**src/rtl/pool_stream_if.sv**
```systemverilog
// ---------------------------------------------------------------------------
// pool_stream_if
//   Streaming bus between a pixel producer, the pool_stream_array pooling
//   engine and its downstream consumer.
//
//   Signals
//     mode       0 = max pooling, 1 = average pooling (frame-start sample)
//     in_valid   data_in carries one pixel for every channel
//     in_ready   engine can take a pixel this cycle
//     data_in    channel i at [(i+1)*data_size-1 : i*data_size]
//     out_valid  data_out carries a pooled result
//     out_ready  consumer takes data_out this cycle
//     data_out   pooled result per channel, same packing as data_in
//     out_last   final window of the frame
//
//   Modports
//     master  the side that feeds pixels and consumes results
//     slave   the pooling engine
// ---------------------------------------------------------------------------
interface pool_stream_if #(
  parameter int data_size  = 16,
  parameter int array_size = 9
);

  logic                             mode;
  logic                             in_valid;
  logic                             in_ready;
  logic [data_size*array_size-1:0]  data_in;
  logic                             out_valid;
  logic                             out_ready;
  logic [data_size*array_size-1:0]  data_out;
  logic                             out_last;

  modport master (
    output mode, in_valid, data_in, out_ready,
    input  in_ready, out_valid, data_out, out_last
  );

  modport slave (
    input  mode, in_valid, data_in, out_ready,
    output in_ready, out_valid, data_out, out_last
  );

endinterface

```
**src/rtl/pool_stream_array.sv**
```systemverilog
// ---------------------------------------------------------------------------
// pool_stream_array
//   2x2 / stride-2 pooling over a row-major pixel stream, array_size channels
//   in lockstep. Max or average mode is chosen at the first pixel of every
//   frame. Each channel keeps a half-row line buffer holding the combined top
//   pair of every window, so the window result is ready as soon as the
//   bottom-right pixel arrives and is registered with one clock of latency.
//
//   Ports
//     clk    rising-edge clock
//     rst_n  asynchronous active-low reset
//     clear  synchronous frame abort (everything but the line buffer)
//     busy   frame in progress: first pixel taken, last result not yet taken
//     bus    pool_stream_if.slave: pixel input, result output, mode select
// ---------------------------------------------------------------------------
module pool_stream_array #(
  parameter int data_size  = 16,
  parameter int array_size = 9,
  parameter int img_width  = 8,
  parameter int img_height = 8
) (
  input  logic         clk,
  input  logic         rst_n,
  input  logic         clear,
  output logic         busy,
  pool_stream_if.slave bus
);

  localparam int half_w = img_width / 2;
  localparam int cw     = (img_width  > 1) ? $clog2(img_width)  : 1;
  localparam int rw     = (img_height > 1) ? $clog2(img_height) : 1;
  localparam int aw     = (half_w     > 1) ? $clog2(half_w)     : 1;

  localparam logic [cw-1:0] col_last = cw'(img_width - 1);
  localparam logic [rw-1:0] row_last = rw'(img_height - 1);

  typedef logic [data_size-1:0] pix_t;
  typedef logic [data_size:0]   pair_t;   // one extra bit so a pair sum cannot overflow

  // Combine two pixels: signed max (sign-extended) or exact sum.
  function automatic pair_t pair_fn(input pix_t x, input pix_t y, input logic avg);
    logic signed [data_size:0] xs;
    logic signed [data_size:0] ys;
    xs = $signed({x[data_size-1], x});
    ys = $signed({y[data_size-1], y});
    if (avg) return pair_t'(xs + ys);
    return (xs > ys) ? pair_t'(xs) : pair_t'(ys);
  endfunction

  // Combine the two pairs of a window. The average is the 4-sum shifted
  // arithmetically by 2 (floor), which always fits back into data_size bits;
  // a max of sign-extended pixels likewise drops only a copy of the sign.
  function automatic pix_t quad_fn(input pair_t p, input pair_t q, input logic avg);
    logic signed [data_size+1:0] sum4;
    logic signed [data_size:0]   ps;
    logic signed [data_size:0]   qs;
    ps   = $signed(p);
    qs   = $signed(q);
    sum4 = $signed({p[data_size], p}) + $signed({q[data_size], q});
    if (avg) return pix_t'(sum4 >>> 2);
    return (ps > qs) ? pix_t'(ps) : pix_t'(qs);
  endfunction

  // State
  logic [cw-1:0]                      col_q, col_d;
  logic [rw-1:0]                      row_q, row_d;
  logic                               mode_q, mode_d;
  logic [array_size-1:0][data_size-1:0] a_q, a_d;
  logic [array_size-1:0][data_size-1:0] b_q, b_d;
  logic [array_size-1:0][data_size-1:0] data_out_q, data_out_d;
  logic                               out_valid_q, out_valid_d;
  logic                               out_last_q, out_last_d;
  logic                               busy_q, busy_d;

  // Line buffer: one combined top pair per window column
  logic [array_size-1:0][data_size:0] lb_mem [half_w];
  logic [array_size-1:0][data_size:0] lb_rd;
  logic [array_size-1:0][data_size:0] lb_wdata;
  logic [aw-1:0]                      lb_addr;
  logic                               lb_we;

  // Datapath
  logic [array_size-1:0][data_size:0]   pair_top;
  logic [array_size-1:0][data_size:0]   pair_bot;
  logic [array_size-1:0][data_size-1:0] quad;

  logic in_fire;
  logic out_fire;

  assign bus.in_ready  = !out_valid_q || bus.out_ready;
  assign bus.out_valid = out_valid_q;
  assign bus.out_last  = out_last_q;
  assign bus.data_out  = data_out_q;
  assign busy          = busy_q;

  assign in_fire  = bus.in_valid && bus.in_ready;
  assign out_fire = out_valid_q && bus.out_ready;

  assign lb_addr = aw'(col_q >> 1);
  assign lb_rd   = lb_mem[lb_addr];

  // Every combine uses the latched frame mode; no combine happens on the
  // first pixel of a frame, so mode_q is always valid when it is needed.
  always_comb begin
    for (int i = 0; i < array_size; i++) begin
      pair_top[i] = pair_fn(a_q[i], bus.data_in[i*data_size +: data_size], mode_q);
      pair_bot[i] = pair_fn(b_q[i], bus.data_in[i*data_size +: data_size], mode_q);
      quad[i]     = quad_fn(lb_rd[i], pair_bot[i], mode_q);
    end
  end

  // NOTE: every signal assigned here gets its hold value first, so no path
  // leaves it unassigned and no latch is inferred.
  always_comb begin
    col_d       = col_q;
    row_d       = row_q;
    mode_d      = mode_q;
    a_d         = a_q;
    b_d         = b_q;
    data_out_d  = data_out_q;
    out_valid_d = out_valid_q;
    out_last_d  = out_last_q;
    busy_d      = busy_q;
    lb_we       = 1'b0;
    lb_wdata    = pair_top;

    if (clear) begin
      col_d       = '0;
      row_d       = '0;
      mode_d      = 1'b0;
      a_d         = '0;
      b_d         = '0;
      data_out_d  = '0;
      out_valid_d = 1'b0;
      out_last_d  = 1'b0;
      busy_d      = 1'b0;
    end else begin
      if (out_fire) begin
        out_valid_d = 1'b0;
        out_last_d  = 1'b0;
        if (out_last_q) busy_d = 1'b0;
      end

      if (in_fire) begin
        // Frame start wins over the last-output clear so busy stays high
        // across back-to-back frames.
        if (col_q == '0 && row_q == '0) begin
          mode_d = bus.mode;
          busy_d = 1'b1;
        end

        unique case ({row_q[0], col_q[0]})
          2'b00: a_d   = bus.data_in;
          2'b01: lb_we = 1'b1;
          2'b10: b_d   = bus.data_in;
          default: begin
            // A completing window overrides an output taken this cycle.
            data_out_d  = quad;
            out_valid_d = 1'b1;
            out_last_d  = (row_q == row_last) && (col_q == col_last);
          end
        endcase

        if (col_q == col_last) begin
          col_d = '0;
          row_d = (row_q == row_last) ? '0 : row_q + 1'b1;
        end else begin
          col_d = col_q + 1'b1;
        end
      end
    end
  end

  // NOTE: sequential state uses non-blocking assignments only, so every flop
  // samples the values from before the edge regardless of block order.
  always_ff @(posedge clk or negedge rst_n) begin
    if (!rst_n) begin
      col_q       <= '0;
      row_q       <= '0;
      mode_q      <= 1'b0;
      a_q         <= '0;
      b_q         <= '0;
      data_out_q  <= '0;
      out_valid_q <= 1'b0;
      out_last_q  <= 1'b0;
      busy_q      <= 1'b0;
    end else begin
      col_q       <= col_d;
      row_q       <= row_d;
      mode_q      <= mode_d;
      a_q         <= a_d;
      b_q         <= b_d;
      data_out_q  <= data_out_d;
      out_valid_q <= out_valid_d;
      out_last_q  <= out_last_d;
      busy_q      <= busy_d;
    end
  end

  // NOTE: the line buffer has no reset; each entry is written on the top row
  // of a window pair before the bottom row reads it, so stale contents are
  // never observed and the array can map to plain storage.
  always_ff @(posedge clk) begin
    if (lb_we) lb_mem[lb_addr] <= lb_wdata;
  end

endmodule

```
**src/flat_wrapper.sv**
```systemverilog
// flat-port wrapper written by rule: the top's interface ports become plain ports
module pool_stream_array_flat 
#(
  parameter int data_size  = 16,
  parameter int array_size = 9,
  parameter int img_width  = 8,
  parameter int img_height = 8
)
  (clk, rst_n, clear, busy, bus_mode, bus_in_valid, bus_data_in, bus_out_ready, bus_in_ready, bus_out_valid, bus_data_out, bus_out_last);
  pool_stream_if #(.data_size(data_size), .array_size(array_size)) bus_i ();
  input  logic clk;
  input  logic rst_n;
  input  logic clear;
  output logic busy;
  input wire logic [$bits(bus_i.mode)-1:0] bus_mode;
  input wire logic [$bits(bus_i.in_valid)-1:0] bus_in_valid;
  input wire logic [$bits(bus_i.data_in)-1:0] bus_data_in;
  input wire logic [$bits(bus_i.out_ready)-1:0] bus_out_ready;
  output wire logic [$bits(bus_i.in_ready)-1:0] bus_in_ready;
  output wire logic [$bits(bus_i.out_valid)-1:0] bus_out_valid;
  output wire logic [$bits(bus_i.data_out)-1:0] bus_data_out;
  output wire logic [$bits(bus_i.out_last)-1:0] bus_out_last;
  assign bus_i.mode = bus_mode;
  assign bus_i.in_valid = bus_in_valid;
  assign bus_i.data_in = bus_data_in;
  assign bus_i.out_ready = bus_out_ready;
  assign bus_in_ready = bus_i.in_ready;
  assign bus_out_valid = bus_i.out_valid;
  assign bus_data_out = bus_i.data_out;
  assign bus_out_last = bus_i.out_last;
  pool_stream_array #(.data_size(data_size), .array_size(array_size), .img_width(img_width), .img_height(img_height)) u_core (.clk(clk), .rst_n(rst_n), .clear(clear), .busy(busy), .bus(bus_i));
endmodule
```
**config.mk**
```make
export PLATFORM = sky130hd
export DESIGN_NAME = pool_stream_array_flat
export DESIGN_NICKNAME = d
export VERILOG_FILES = /design/src/rtl/pool_stream_if.sv /design/src/rtl/pool_stream_array.sv /design/src/flat_wrapper.sv
export SDC_FILE = /design/constraint.sdc
export NUM_CORES = 2
export LEC_CHECK = 0
export CAP_MARGIN = 20
export CORE_ASPECT_RATIO = 0.9
export CORE_MARGIN = 4
export CORE_UTILIZATION = 39
export CTS_CLUSTER_SIZE = 10
export DETAILED_ROUTE_END_ITERATION = 16
export PLACE_DENSITY = 0.54
export RECOVER_POWER = 25
export SLEW_MARGIN = 20
export SYNTH_ARGS = -nofsm -noshare
export SYNTH_HDL_FRONTEND = slang
export SYNTH_SLANG_ARGS = --single-unit
```
**constraint.sdc**
```tcl
create_clock -name clk -period 38.4 [get_ports clk]
set_input_delay 3.84 -clock clk [delete_from_list [all_inputs] [get_ports clk]]
set_output_delay 3.84 -clock clk [all_outputs]
set_load 0.1 [all_outputs]
```
# Word level (Yosys, flattened, before mapping)
# Memories as Yosys holds them, arrays and structs flattened.
# Cells that the tools add are included.
# W data, S select, Z words.
[word_totals]
ff_bits = 442
latchBits = 0
ramBits = 612
romBits = 0
in_bits = 150
memories = 1
[memory_table]
columns = ["name", "depth", "width", "rd", "rd_clocked_by_memory_dff", "wr", "line", "source"]
rows = [
  ["u_core.lb_mem", 4, 153, 1, 0, 1, "pool_stream_array.sv:76", "logic [array_size-1:0][data_size:0] lb_mem [half_w];"],
]
[op_classes]
n_addsub = 29
mul = 0
div_mod_pow = 0
magnitude_cmp = 27
eq_ne = 5
n_shift = 0
mux = 119
bitwise = 0
n_reduce_logical = 20
[ops]
columns = ["operator", "n"]
rows = [
  ["$mux W144", 9],
  ["$mux W17", 54],
  ["$mux W16", 27],
  ["$add A16 B16 Y17", 18],
  ["$gt A16 B16 Y1", 18],
  ["$add A17 B17 Y18", 9],
  ["$gt A17 B17 Y1", 9],
  ["$mux W1", 22],
  ["$mux W3", 7],
  ["$reduce_and A2 Y1", 5],
  ["$reduce_bool A2 Y1", 5],
  ["$add A3 B1 Y3 const B", 2],
  ["$eq A3 B3 Y1 const B", 2],
  ["$logic_not A3 Y1", 2],
  ["$logic_and A1 B1 Y1", 4],
  ["$reduce_or A3 Y1", 1],
  ["$eq A2 B1 Y1 const B", 1],
  ["$eq A2 B2 Y1 const B", 1],
  ["$logic_not A2 Y1", 1],
  ["$ne A2 B1 Y1 const B", 1],
  ["$logic_not A1 Y1", 1],
  ["$logic_or A1 B1 Y1", 1],
]

# Logic depth before layout (Yosys ltp)
[logic_depth]
ltp_word = 9
mapped_depth = 25
ltp_nobuf = 21

# Worst setup path after synthesis
# No wires, ideal clock.
[synth_timing]
path_kind = "input to register"
startpoint = "in bus_out_ready"
endpoint = "mem u_core.lb_mem[0][0] (netlist bit), enable pin"
setup_time_ps = 884
arrival_ps = 16401
slack_ps = 21115
stages = 4
path_buffers = 0
path_cell_list = "nand2b_1 -> nand2_1 -> nor4_1 -> nor3b_1"
[synth_via]
elab_chain_len = 6
[synth_rtl]
columns = ["item", "line", "source"]
rows = [
  ["start: declaration", "flat_wrapper.sv:18", "input wire logic [$bits(bus_i.out_ready)-1:0] bus_out_ready;"],
  ["$logic_or A1 B1 Y1", "pool_stream_array.sv:90", "assign bus.in_ready = !out_valid_q || bus.out_ready;"],
  ["$logic_and A1 B1 Y1", "pool_stream_array.sv:96", "assign in_fire = bus.in_valid && bus.in_ready;"],
  ["$mux W1", "pool_stream_array.sv:144", "if (in_fire) begin"],
  ["$mux W1", "pool_stream_array.sv:127", "if (clear) begin"],
  ["$mux W1", "pool_stream_array.sv:204", "if (lb_we) lb_mem[lb_addr] <= lb_wdata;"],
  ["$mux W1 (implied by the code)", "pool_stream_array.sv:204", ""],
  ["end: declaration", "pool_stream_array.sv:76", ""],
]
# Every way passes these cells.

==> metrics.cfg <==
[synth]
ys_types = 97
yosys_warnings = 0
ys_seq_elements = 1054
netlist_instances = 7153
yosysTopAreaCellShare = 0.2451
synth_compound_area_frac = 0.1632
synth-xor-area-share = 0.03855
avgSynthCellArea_um2 = 10.48
synth_ff_type = edfxtp_1
yosysSeqAreaShare = 0.3927
synth_area_leaders = edfxtp_1 25%, ha_1 15%, dfrtp_1 15%
synth-async-reset-ratio = 0.4194
synth_fa_ha_area_frac = 0.1530
synth_edf_count = 612
syn_nets = 8209
yosys.area_share.simple = 0.09574
synth_top_family_by_area = compound AO/OA/AOI/OAI gates
synth.cell_area_um2 = 74970
muxShareOfSynthArea = 0.1127
yosys.area.top_type = edfxtp_1

[placement]
dp_hpwl_mm = 166.2
gp_congestion = 0.9068
placedInstanceArea_um2 = 80680
io_buffer_count = 297

[clock_network]
clock_latency_ns = 0.78
clkSlewWorstSetupHoldPaths_ns = 0.05
tritoncts = built
cts_hold_buf = 0
clk_path_buf_depth = 3
clock_sinks = 1054
ctsResizeCount = 0
htree_levels = 4
root_buffer = clkbuf_16
post-cts-setup-buffers = 0
cts_buffers = 138

[worst_hold_path]
min_path_type = flip-flop to flip-flop

[layout]
drive_above_1_share = 0.07452
syn2layout_area_growth_pct = 13.20
fill_cells = 18100
design_area_um2 = 84860
final_net_count = 8434

[run_status]
status = finished with violations
violations = capacitance limit, slew limit

[floorplanning]
chipHeight_um = 423.9
io_pins = 298
die_area_um2 = 199300
placementRows = 152
die_w_um = 470.1
core_area_um2 = 190900
initial_core_util = 0.3926

[route]
first_pass_iters = 5
ant_nets = 0
drtIter0Drc = 4127
wl_per_cell_um = 22.83
wl_mm = 229.1
drc = 0
via_per_inst = 5.581
vias = 56014

[global_route]
grt_pass1_vias = 55528
grt_usage = 0.2252
grt_pass1_wl_mm = 348.9
grtUsageMet1 = 0.3177
grt_antenna_before_repair = 20
use_met2 = 0.3600
overflow = 0
busiest_layer = met2
grt_use_met3 = 0.02952
grt_max_degree = 140

[power]
powerDensity_nw_per_um2 = 41.99
p_leak_nw = 35.86
peakVddDrop_mv = 0.03947

[timing]
min_period_ns = 16.88
worstMarginPinSlew_ns = 7.687
rsz0062_at_grt = false
clock.fmax_mhz = 59.24
relSlewSlack = -4.125
period_share = 0.4396
setup-tns-final_ns = 0
slew_viol_final = 644
hold_viol_final = 0
finClkSkew_ns = 0.02820
setup-violations-final = 0

[setup_path]
crit_top_cell = clkbuf_1
crit_type = primary input to async pin
slowest_delay_ns = 5.48
cp-end-kind = async pin
path_cells = clkbuf_1 -> clkbuf_1 -> clkbuf_1
cp_data_required_time_ns = 37.35
r2r_setup_slack_ns = 32.17
crit_arrival_ns = 15.82
cpMaxStageDelayCell = clkbuf_1
start_kind = primary input
worstPathMaxFanout = 122

[run]
maxCapViolations = 19

## cell usage in the layout (no fill, tap or decap), types with 57 or more instances in the layout
master	count
ha_1	888
edfxtp_1	612
inv_1	565
a21oi_1	476
nand2_1	473
dfrtp_1	439
mux2i_1	409
nor2_1	405
o21ai_0	393
clkdlybuf4s50_1	272
xnor2_1	239
o31ai_1	179
a22o_1	154
mux4_2	153
clkbuf_16	143
nor3_1	126
nand2b_1	97
nor2b_1	95
xor2_1	91
clkbuf_1	86
o21bai_1	85
nand3_1	77
mux2_2	74
a21o_1	70
buf_4	61
a31oi_1	57
## cell usage after synthesis (all sizes together), types with 95 or more instances
cell type / instances
xnor2: 239
a21oi: 481
o21ai: 413
mux2i: 410
nor2: 408
edfxtp: 612
mux4: 153
ha: 888
nor3: 129
clkbuf: 206
nand2: 475
o31ai: 180
a22o: 154
nand2b: 98
inv: 565
nor2b: 95
dfrtp: 442
## where the power goes
part           switching, mW  leakage, nW  internal (mW)
sequential            0.0295         11.5           1.26
clock                  0.514         2.12          0.749
combinational          0.616         22.2          0.395
## registers in the layout, indices dropped and copies added (netlist names)
| signal | count |
|---|---|
| u_core.row_q | 3 |
| u_core.col_q | 3 |
| u_core.bus.out_valid | 1 |
| u_core.busy | 1 |
| u_core.a_q | 144 |
| u_core.mode_q | 1 |
| u_core.lb_mem | 612 |
| u_core.bus.data_out | 144 |
| u_core.b_q | 144 |
| u_core.bus.out_last | 1 |
## cell families after synthesis
group,count (synthesis)
adders and majority gates,906
muxes,642
buffers and inverters,853
and+or+nand+nor,1521
xor gates and xnor gates,330
DFF,1054
AOI/OAI and AO/OA,1847
## worst paths after layout
kind	startpoint	cells past startpoint	endpoint
worst max-delay path	rst_n	3	u_core.a_q[132]$_DFFE_PN0P_
worst min-delay path	u_core.bus.data_out[56]$_DFFE_PN0P_	2	u_core.bus.data_out[56]$_DFFE_PN0P_
worst max register to register	u_core.col_q[1]$_DFFE_PN0P_	13	u_core.bus.data_out[1]$_DFFE_PN0P_
worst min register to register	u_core.bus.data_out[56]$_DFFE_PN0P_	2	u_core.bus.data_out[56]$_DFFE_PN0P_
max in group clk	bus_out_ready	3	bus_in_ready
min in group asynchronous	rst_n	1	u_core.a_q[87]$_DFFE_PN0P_
## metal layers
layer / part of all wire / up-vias
li1: - / 26752
met1: 0.47 / 27684
met2: 0.45 / 1280
met3: 0.044 / 298
met4: 0.034 / 0
met5: 0 / -
## area by class of cell
type | count | area, um2 | area share
inverters | 566 | 2132 | 0.02512
clock inverters | 49 | 485.5 | 0.005721
well taps | 2541 | 3179 | 0.03747
repair buffers | 372 | 3387 | 0.03991
multi-input cells | 5246 | 42350 | 0.4991
clock buffers | 201 | 3856 | 0.04544
diodes | 7 | 17.52 | 0.0002064
flip-flops and latches | 1054 | 29450 | 0.3470
## worst max-delay path, delay by kind of cell
family / cells / cell delay (ns)
buf+inv: 3 / 11.65
## stage by stage
stage / instances / total power, mW / hold WS [ns] / util / worst slack [ns]
after global placement: 9778 / 2.301 / 0.4606 / 0.4225 / 27.81
final: 10036 / 3.563 / 0.4717 / 0.4444 / 21.52
after detailed placement: 9779 / 2.311 / 0.4659 / 0.4226 / 27.96
after CTS: 10029 / 3.598 / 0.4801 / 0.4453 / 28.70
after global routing: 10034 / 3.759 / 0.4914 / 0.4444 / 18.98
after floorplan: 7153 / 2.029 / 0.4753 / - / 21.11
Note: power is estimated with default switching activity, not from simulation.
